$ cat src/rtl/button_conditioner_if.sv
// Button bus between the pins/bench and button_conditioner.
// Strobe semantics: butt_pulse is a single-cycle strobe with no valid/ready
// handshake. The consumer must take it on the cycle it is high.
interface button_conditioner_if;
   logic [3:0] butt_raw;
   logic [3:0] butt_level;
   logic [3:0] butt_pulse;
   logic       any_pressed;
   logic [7:0] dbg_state;   // per-button repeat FSM state, 2 bits each, button i at [2i+1:2i]

   modport master (
      output butt_raw,
      input  butt_level, butt_pulse, any_pressed, dbg_state
   );

   modport slave (
      input  butt_raw,
      output butt_level, butt_pulse, any_pressed, dbg_state
   );
endinterface

$ cat src/rtl/button_conditioner.sv
// Synchronises, debounces and pulse-shapes the four player buttons {D,R,T,L}.
// Selected buttons also auto-repeat while they are held.
module button_conditioner #(
   parameter int       DEBOUNCE_CYCLES = 250000,
   parameter int       REPEAT_DELAY    = 5000000,
   parameter int       REPEAT_RATE     = 1500000,
   parameter bit [3:0] REPEAT_MASK     = 4'b1101,
   parameter bit       ACTIVE_LOW      = 1'b0
) (
   input logic                 clk_25_175,
   input logic                 reset,
   button_conditioner_if.slave bus
);

   typedef enum logic [1:0] {
      IDLE   = 2'd0,
      DELAY  = 2'd1,
      REPEAT = 2'd2,
      HELD   = 2'd3
   } rep_state_t;

   localparam int RMAX = (REPEAT_DELAY > REPEAT_RATE) ? REPEAT_DELAY : REPEAT_RATE;
   localparam int DW   = $clog2(DEBOUNCE_CYCLES);
   localparam int RW   = $clog2(RMAX);
   localparam logic [DW-1:0] DB_LAST = DW'(DEBOUNCE_CYCLES - 1);
   localparam logic [RW-1:0] RD_LAST = RW'(REPEAT_DELAY - 1);
   localparam logic [RW-1:0] RR_LAST = RW'(REPEAT_RATE - 1);

   logic [3:0] s1;
   logic [3:0] s;
   logic [3:0] level_nxt;
   logic       any_q;

   always_ff @(posedge clk_25_175 or posedge reset) begin
      if (reset) begin
         s1    <= '0;
         s     <= '0;
         any_q <= 1'b0;
      end else begin
         s1    <= bus.butt_raw ^ {4{ACTIVE_LOW}};
         s     <= s1;
         any_q <= |level_nxt;
      end
   end

   assign bus.any_pressed = any_q;

   for (genvar i = 0; i < 4; i++) begin : g_btn
      logic [DW-1:0] dcnt;
      logic          level_q;
      logic          dcnt_done;
      logic          rise;
      logic          fall;
      rep_state_t    st;
      rep_state_t    st_nxt;
      logic [RW-1:0] rcnt;
      logic [RW-1:0] rcnt_nxt;
      logic          pulse_q;
      logic          pulse_n;

      // The level flips on the same edge the counter hits its terminal value.
      assign dcnt_done    = (s[i] != level_q) && (dcnt == DB_LAST);
      assign rise         = dcnt_done &&  s[i];
      assign fall         = dcnt_done && !s[i];
      assign level_nxt[i] = dcnt_done ? s[i] : level_q;

      always_ff @(posedge clk_25_175 or posedge reset) begin
         if (reset) begin
            dcnt    <= '0;
            level_q <= 1'b0;
         end else begin
            level_q <= level_nxt[i];
            if (s[i] == level_q || dcnt_done) dcnt <= '0;
            else                              dcnt <= dcnt + DW'(1);
         end
      end

      always_ff @(posedge clk_25_175 or posedge reset) begin
         if (reset) begin
            st      <= IDLE;
            rcnt    <= '0;
            pulse_q <= 1'b0;
         end else begin
            st      <= st_nxt;
            rcnt    <= rcnt_nxt;
            pulse_q <= pulse_n;
         end
      end

      // A release wins over any terminal count falling on the same cycle.
      always_comb begin
         st_nxt   = st;
         rcnt_nxt = rcnt;
         pulse_n  = 1'b0;
         if (fall) begin
            st_nxt   = IDLE;
            rcnt_nxt = '0;
         end else begin
            case (st)
               IDLE: begin
                  if (rise) begin
                     pulse_n  = 1'b1;
                     rcnt_nxt = '0;
                     st_nxt   = REPEAT_MASK[i] ? DELAY : HELD;
                  end
               end
               DELAY: begin
                  if (rcnt == RD_LAST) begin
                     pulse_n  = 1'b1;
                     rcnt_nxt = '0;
                     st_nxt   = REPEAT;
                  end else begin
                     rcnt_nxt = rcnt + RW'(1);
                  end
               end
               REPEAT: begin
                  if (rcnt == RR_LAST) begin
                     pulse_n  = 1'b1;
                     rcnt_nxt = '0;
                  end else begin
                     rcnt_nxt = rcnt + RW'(1);
                  end
               end
               HELD:    st_nxt = HELD;
               default: st_nxt = IDLE;
            endcase
         end
      end

      assign bus.butt_level[i]       = level_q;
      assign bus.butt_pulse[i]       = pulse_q;
      assign bus.dbg_state[2*i +: 2] = st;
   end

endmodule

$ cat src/flat_wrapper.sv
// flat-port wrapper written by rule: the top's interface ports become plain ports
module button_conditioner_flat 
#(
   parameter int       DEBOUNCE_CYCLES = 250000,
   parameter int       REPEAT_DELAY    = 5000000,
   parameter int       REPEAT_RATE     = 1500000,
   parameter bit [3:0] REPEAT_MASK     = 4'b1101,
   parameter bit       ACTIVE_LOW      = 1'b0
)
  (clk_25_175, reset, bus_butt_raw, bus_butt_level, bus_butt_pulse, bus_any_pressed, bus_dbg_state);
  button_conditioner_if bus_i ();
  input logic clk_25_175;
  input logic reset;
  input wire logic [$bits(bus_i.butt_raw)-1:0] bus_butt_raw;
  output wire logic [$bits(bus_i.butt_level)-1:0] bus_butt_level;
  output wire logic [$bits(bus_i.butt_pulse)-1:0] bus_butt_pulse;
  output wire logic [$bits(bus_i.any_pressed)-1:0] bus_any_pressed;
  output wire logic [$bits(bus_i.dbg_state)-1:0] bus_dbg_state;
  assign bus_i.butt_raw = bus_butt_raw;
  assign bus_butt_level = bus_i.butt_level;
  assign bus_butt_pulse = bus_i.butt_pulse;
  assign bus_any_pressed = bus_i.any_pressed;
  assign bus_dbg_state = bus_i.dbg_state;
  button_conditioner #(.DEBOUNCE_CYCLES(DEBOUNCE_CYCLES), .REPEAT_DELAY(REPEAT_DELAY), .REPEAT_RATE(REPEAT_RATE), .REPEAT_MASK(REPEAT_MASK), .ACTIVE_LOW(ACTIVE_LOW)) u_core (.clk_25_175(clk_25_175), .reset(reset), .bus(bus_i));
endmodule
$ cat config.mk
export PLATFORM = sky130hd
export DESIGN_NAME = button_conditioner_flat
export DESIGN_NICKNAME = d
export VERILOG_FILES = /design/src/rtl/button_conditioner_if.sv /design/src/rtl/button_conditioner.sv /design/src/flat_wrapper.sv
export SDC_FILE = /design/constraint.sdc
export NUM_CORES = 1
export LEC_CHECK = 0
export BUFFER_PORTS_ARGS = -buffer_cell sky130_fd_sc_hd__buf_2
export CORE_MARGIN = 5
export CORE_UTILIZATION = 40
export CTS_CLUSTER_DIAMETER = 200
export DETAILED_ROUTE_END_ITERATION = 6
export GPL_ROUTABILITY_DRIVEN = 0
export GPL_TIMING_DRIVEN = 0
export MAX_ROUTING_LAYER = met4
export PLACE_DENSITY = 0.63
export SLEW_MARGIN = 20
export SYNTH_ARGS = -nofsm -noshare
export SYNTH_HDL_FRONTEND = slang
export SYNTH_SLANG_ARGS = --single-unit
$ cat constraint.sdc
create_clock -name clk_25_175 -period 6.1 [get_ports clk_25_175]
set_input_delay 0 -clock clk_25_175 [delete_from_list [all_inputs] [get_ports clk_25_175]]
set_output_delay 0 -clock clk_25_175 [all_outputs]
set_load 0.02 [all_outputs]
==> out/qor.yml, run 1 <==
placed_design:
  dp_hpwl_um: 14800
  placed_area_um2: 10900
  portBuffers: 22
  place_ws_ps: 3030
floorplanning:
  core_area_um2: 25300
  start_util_pct: 40.8
  die_w_um: 171
  die_h_um: 171
  dieArea_um2: 29200
  rows: 58
  pin_count: 23
synth:
  syn_area_um2: 10300
  yosys_most_used_dff: "dfrtp_1"
  yosysSeqAreaShare_pct: 45.8
  yosysTopAreaCellShare_pct: 45.8
  synthesis.nets: 1147
  syn_inst: 1114
  ys_async_sr_fraction_pct: 100
  synthTopCellsByArea: "dfrtp_1 (46%), nand3_1 (5.0%), nor2_1 (4.5%)"
  synth_edf_count: 0
  synth-seq-cells: 189
  synth.distinct_cells: 67
  synth.avg_cell_area_um2: 9.28
  yosysWarningCount: 0
  synth_top_area_cell: "dfrtp_1"
sta:
  skew_ps: 13.9
  period_share_pct: 49.0
  tightest_slew_ps: 984
  finalHoldViolCount: 0
  hold-worst-slack_ps: 204
  layout_setup_ws_ps: 3110
  rsz0062_at_grt: "false"
  maxSlewViolCount: 0
  finalSetupViolCount: 0
  period_minus_slack_ps: 2990
  fmax_ghz: 0.335
  relSlewSlack_pct: 33.8
worst_setup_path:
  critical_path.reg2reg.startpoint: "u_core.g_btn[0].dcnt[6]$_DFF_PP0_"
  critical_path.startpoint_type: "flip-flop"
  worst_ep_required_time_ps: 6390
  rrSetupSlack_ps: 3110
  crit_type: "reg -> reg"
  rr_worst_depth: 6
  startpoint: "u_core.g_btn[0].dcnt[6]$_DFF_PP0_"
  cp_data_arrival_time_ps: 3280
  timing.rr.end: "u_core.g_btn[0].rcnt[19]$_DFFE_PP0P_"
  endpoint_kind: "flip-flop"
  path_max_fanout: 9
finish:
  nFillCells: 2398
  drive_above_1_share_pct: 7.93
  fin_area_um2: 11500
  final_nets: 1194
  utilization_pct: 45.4
  antenna_cells: 0
  synthToLayoutAreaGrowth_pct: 11.2
pwr:
  worst_ir_drop_vdd_uv: 175
  switching_share_pct: 22.6
  p_sw_mw: 0.542
  power_leakage_nw: 4.72
  intPower_mw: 1.85
  clock_power_share_pct: 44.7
  total_power_mw: 2.39
  pwr-share-seq_pct: 53.1
  power.density_nw_per_um2: 208
  p_comb_share_pct: 2.3
routing:
  wire_per_inst_um: 14.3
  first_iter_violations: 577
  ant_nets: 0
  met3_length_um: 592
  vias_per_cell: 5.48
  vias: 8233
  m1WireLength_um: 10900
  wl_um: 21500
  wl_met2_um: 9800
  top_layer: "met4"
  drc: 0
  drt_pass1_iterations: 5
clock_network:
  clk_pin_slew_ps: 80
  cts-htree-levels: 4
  postCtsSetupBuffers: 0
  clockRootBuffer: "clkbuf_16"
  cts_buffer_depth: 2
  tritoncts: "yes"
  clk_latency_ps: 440
  cts_resized: 0
  cts_made_buffers: 17
  cts.sinks: 189
hold_path:
  min_path_type: "in -> reg"
  hold_depth: 2
  hold_start: "bus_butt_raw[0]"
  hold-path-endpoint: "u_core.s1[0]$_DFF_PP0_"
global_route:
  grt_use_total_pct: 16.0
  overflow: 0
  grt_pass1_vias: 8088
  grt_pass1_wl_um: 38200
  grt_antenna_before_repair: 0
  grt_max_degree: 101
status:
  status: "finished clean"
run:
  cap_violations: 0
==> cells in the final DEF, fill, tap and decap left out, types with 6 or more instances in the layout <==
cell type,netlist,layout
dfrtp_1,189,189
nor2_1,124,124
nand3_1,103,103
nand2_1,94,94
xnor2_1,47,47
inv_1,40,39
nand4_1,36,36
xor2_1,35,35
and3_1,33,33
clkbuf_1,30,31
ha_1,27,27
a21oi_1,26,26
buf_2,2,24
o21ai_0,24,24
nor4_1,23,23
o31ai_1,21,21
nor3_1,20,20
and2_1,20,20
o311ai_0,18,18
or3_1,17,17
a31oi_1,17,17
clkbuf_16,0,17
and4_1,12,12
or2_2,10,10
buf_4,10,10
nor4b_1,8,8
o22ai_1,8,8
a22o_1,7,7
a21o_1,7,7
o41ai_1,6,6
nor2b_1,6,6
==> power groups by stage <==
| stage | logic (mW) | registers (mW) | clock network [mW] |
|---|---|---|---|
| 2_1_floorplan | 0.0370 | 1.29 | 0 |
| 3_3_place_gp | 0.0513 | 1.29 | 0 |
| 3_5_place_dp | 0.0548 | 1.29 | 0 |
| 4_1_cts | 0.0575 | 1.27 | 1.11 |
| 5_1_grt | 0.0644 | 1.27 | 1.15 |
| 6_report | 0.0540 | 1.27 | 1.07 |
==> how the worst max path moves through the flow <==
stage	slack (ps)	cells after the start	end
after floorplan	960	1	u_core.bus.any_pressed$_DFF_PP0_
after global placement	-1500	2	u_core.s1[2]$_DFF_PP0_
after detailed placement	3030	6	u_core.g_btn[0].rcnt[19]$_DFFE_PP0P_
after CTS	3050	6	u_core.g_btn[0].rcnt[18]$_DFFE_PP0P_
after global routing	2710	6	u_core.g_btn[0].rcnt[21]$_DFFE_PP0P_
final	3110	6	u_core.g_btn[0].rcnt[19]$_DFFE_PP0P_
==> through the flow <==
stage	instances	setup TNS, ps
final	1503	0
after global routing	1503	0
after CTS	1503	0
after detailed placement	1467	0
after global placement	1466	-279440
after floorplan	1114	0
==> synth_stat cells, types with 6 or more instances <==
| library cell | n |
|---|---|
| nor4b_1 | 8 |
| o311ai_0 | 18 |
| xnor2_1 | 47 |
| a22o_1 | 7 |
| nor3_1 | 20 |
| dfrtp_1 | 189 |
| or3_1 | 17 |
| xor2_1 | 35 |
| o21ai_0 | 24 |
| o41ai_1 | 6 |
| buf_4 | 10 |
| and2_1 | 20 |
| ha_1 | 27 |
| a31oi_1 | 17 |
| o31ai_1 | 21 |
| nand4_1 | 36 |
| and3_1 | 33 |
| a21o_1 | 7 |
| o22ai_1 | 8 |
| nor2_1 | 124 |
| and4_1 | 12 |
| nor4_1 | 23 |
| or2_2 | 10 |
| a21oi_1 | 26 |
| nand2_1 | 94 |
| nor2b_1 | 6 |
| inv_1 | 40 |
| nand3_1 | 103 |
| clkbuf_1 | 30 |
==> cell type report <==
type / instances / area (µm²) / area share, %
inverters: 40 / 158 / 1.37
repair buffers: 28 / 188 / 1.63
multi-input cells: 838 / 5220 / 45.4
well taps: 330 / 413 / 3.59
plain buffers: 47 / 239 / 2.08
clock buffers: 19 / 443 / 3.85
clock inverters: 12 / 111 / 0.968
flip-flops and latches: 189 / 4730 / 41.1
==> state kept, by name, summed over array words and instances, names as in the netlist <==
signal / count
u_core.g_btn.st: 8
u_core.g_btn.dcnt: 72
u_core.s1: 4
u_core.s: 4
u_core.g_btn.pulse_q: 4
u_core.bus.any_pressed: 1
u_core.g_btn.level_q: 4
u_core.g_btn.rcnt: 92
==> worst max-delay path: stages, from the launching register on <==
cell and delay (ps):
dfrtp_1 410, nor4b_1 400, nand3_1 250, nor4b_1 790
a211oi_1 320, nor2_1 570, nor2_1 100
==> layer usage <==
layer	up-vias	GRT usage (%)
met5	-	-
met4	0	3.92
met2	103	24.7
li1	4126	-
met1	3981	22.1
met3	23	2.70
==> cells by family after synthesis <==
logic type	synth area share (%)
buffers and inverters	3.76
AOI/OAI and AO/OA	11.6
DFF	45.8
and+or+nand+nor	27.9
muxes	0.835
xor gates and xnor gates	6.95
adders and majority gates	3.27
==> timing repair <==
action / CTS / global route
hold endpoints to repair: 93 / 0
hold buffers: 5 / 0
setup endpoints to repair: 0 / 0
Power figures use the tool's default switching activity.
==> run 2, diff against run 1 <==
==> constraint.sdc (replaced) <==
create_clock -name clk_25_175 -period 2.9 [get_ports clk_25_175]
set_input_delay 0 -clock clk_25_175 [delete_from_list [all_inputs] [get_ports clk_25_175]]
set_output_delay 0 -clock clk_25_175 [all_outputs]
set_load 0.02 [all_outputs]
==> run 2 against run 1 <==
Against the previous run: sequential power rose by 110%; clock skew rose by 1.4 ps; cell count rose by 0.40%; die area did not move; non-clock buffer count rose by 5; worst hold slack got worse by 31 ps; fmax rose by 7.2%; sequential share of layout area fell by 0.82 points; final area rose by 2.0%; clock power rose by 120%; worst setup slack got worse by 3000 ps; largest power group unchanged.
==> out/qor.yml, run 2 (synthesized netlist as in run 1, its figures left out) <==
status:
  status: "finished clean"
worst_setup_path:
  critical_path.startpoint_type: "flip-flop"
  cp_data_arrival_time_ps: 3100  # -180 ps
  worst_ep_required_time_ps: 3210  # -3180 ps
  endpoint_kind: "flip-flop"
  crit_type: "reg -> reg"
  path_max_fanout: 10  # +1
finish:
  fin_area_um2: 11700  # +2.0%
  layout_common_cells: "dfrtp_1 (189), nor2_1 (124), nand3_1 (103), nand2_1 (93), xnor2_1 (47)"
  final_common_cell: "dfrtp_1"
  nFillCells: 2447  # +2.0%
  top_register: "u_core.g_btn.rcnt"
  synthToLayoutAreaGrowth_pct: 13.5
  final_nets: 1199  # +0.42%
  drive_above_1_share_pct: 9.25  # +1.3 points
  reg_top3: "u_core.g_btn.rcnt (92), u_core.g_btn.dcnt (72), u_core.g_btn.st (8)"
  utilization_pct: 46.3  # +0.93 points
  largest_register_ffs: 92  # unchanged
  antenna_cells: 0  # unchanged
run:
  cap_violations: 0  # unchanged
sta:
  finalHoldViolCount: 0  # unchanged
  hold-worst-slack_ps: 173  # -31.0 ps
  fmax_ghz: 0.359  # +7.2%
  skew_ps: 15.3  # +1.37 ps
  layout_setup_ws_ps: 111  # -3000 ps
  rsz0062_at_grt: "false"
  finalSetupViolCount: 0  # unchanged
  period_share_pct: 96.2  # +47 points
  relSlewSlack_pct: 25.8  # -8.0 points
  period_minus_slack_ps: 2790  # -201 ps
  tightest_slew_ps: 1100  # +119 ps
  maxSlewViolCount: 0  # unchanged
global_route:
  grt_max_degree: 32  # -68%
  overflow: 0  # unchanged
  grt_use_total_pct: 15.9  # -0.092 points
  grt_pass1_vias: 8022  # -0.82%
  grt_pass1_wl_um: 38000  # -0.59%
  grt_antenna_before_repair: 0  # unchanged
routing:
  drt_pass1_iterations: 5  # unchanged
  vias: 8216  # -0.21%
  ant_nets: 0  # unchanged
  wl_um: 21600  # +0.49%
  top_layer: "met4"
  wl_met2_um: 9870  # +0.66%
  vias_per_cell: 5.44  # -0.60%
  wire_per_inst_um: 14.3  # about the same
  drc: 0  # unchanged
  met3_length_um: 631  # +6.6%
  first_iter_violations: 532  # -7.8%
  m1WireLength_um: 11000  # +0.49%
clock_network:
  cts_made_buffers: 17  # unchanged
  tritoncts: "yes"
  cts.sinks: 189  # unchanged
  cts-htree-levels: 4  # unchanged
  cts_buffer_depth: 2  # unchanged
  clk_pin_slew_ps: 80  # about the same
  clockRootBuffer: "clkbuf_16"
  clk_latency_ps: 430  # about the same
placed_design:
  placed_area_um2: 11000  # +0.82%
  place_ws_ps: -126  # -3160 ps
  portBuffers: 22  # unchanged
  dp_hpwl_um: 15200  # +2.3%
floorplanning:
  die_h_um: 171  # unchanged
  start_util_pct: 40.8  # unchanged
  rows: 58  # unchanged
  core_area_um2: 25300  # unchanged
  die_w_um: 171  # unchanged
  dieArea_um2: 29200  # unchanged
  pin_count: 23  # unchanged
pwr:
  power.density_nw_per_um2: 443  # +110%
  power_leakage_nw: 4.80  # +1.8%
  pwr-share-seq_pct: 51.3  # -1.8 points
  switching_share_pct: 22.5  # -0.17 points
  intPower_mw: 4.03  # +120%
  clock_power_share_pct: 46.2  # +1.5 points
  worst_ir_drop_vdd_uv: 336  # +92%
  p_sw_mw: 1.17  # +120%
  p_comb_share_pct: 2.5  # +0.2 points
  total_power_mw: 5.20  # +120%
hold_path:
  min_path_type: "in -> async"
==> run 2: final cells by class <==
cell class / instances / area (µm²) / area share, %
Sequential cell: 189 / 4730 / 40.3
Timing Repair Buffer: 34 / 288 / 2.45
Buffer: 46 / 235 / 2.00
Multi-Input combinational cell: 838 / 5300 / 45.2
Tap cell: 330 / 413 / 3.52
Inverter: 40 / 154 / 1.31
Clock buffer: 19 / 453 / 3.86
Clock inverter: 13 / 161 / 1.38
==> run 2: critical path: stages, from the launching register on <==
cell and delay (ps):
dfrtp_1 420, or4b_1 550, or4_1 520, o41a_1 450, o21a_1 210, buf_6 140
a21o_1 170, a32o_1 190
==> run 2: worst paths after layout <==
path | startpoint | endpoint | slack, ps | cells past startpoint
setup / recovery | u_core.g_btn[1].rcnt[10]$_DFFE_PP0P_ | u_core.g_btn[1].rcnt[6]$_DFFE_PP0P_ | 110 | 7
hold / removal | reset | u_core.g_btn[3].rcnt[14]$_DFFE_PP0P_ | 170 | 3
setup reg to reg | u_core.g_btn[1].rcnt[10]$_DFFE_PP0P_ | u_core.g_btn[1].rcnt[6]$_DFFE_PP0P_ | 110 | 7
hold reg to reg | u_core.s1[1]$_DFF_PP0_ | u_core.s[1]$_DFF_PP0_ | 350 | 0
max in group asynchronous | reset | u_core.g_btn[0].rcnt[1]$_DFFE_PP0P_ | 1500 | 7
min in group clk_25_175 | bus_butt_raw[0] | u_core.s1[0]$_DFF_PP0_ | 220 | 2
==> run 2: metal layers <==
metal  vias to the layer above  GRT usage, %
met3                        13          2.63
li1                       4142             -
met2                       104          24.7
met4                         0          3.85
met5                         -             -
met1                      3957          22.0
==> run 2: what timing repair did <==
action                     4_1_cts  5_1_grt
setup buffers                    0        1
pin swaps                        0        2
hold buffers                     5        0
resized for setup                7        5
hold endpoints to repair        26        0
setup endpoints to repair       36       32
==> run 2: per-stage QoR <==
step           setup TNS [ps]  std cells
2_1_floorplan               0       1114
3_3_place_gp          -162630       1466
3_5_place_dp            -1970       1472
4_1_cts                     0       1509
5_1_grt                     0       1509
6_report                    0       1509
==> run 2: power groups by stage <==
stage          registers, mW  logic (mW)  clock network [mW]
5_1_grt                 2.67       0.154                2.59
4_1_cts                 2.67       0.136                2.48
3_3_place_gp            2.72       0.109                   0
2_1_floorplan           2.72      0.0783                   0
3_5_place_dp            2.72       0.130                   0
6_report                2.67       0.130                2.40
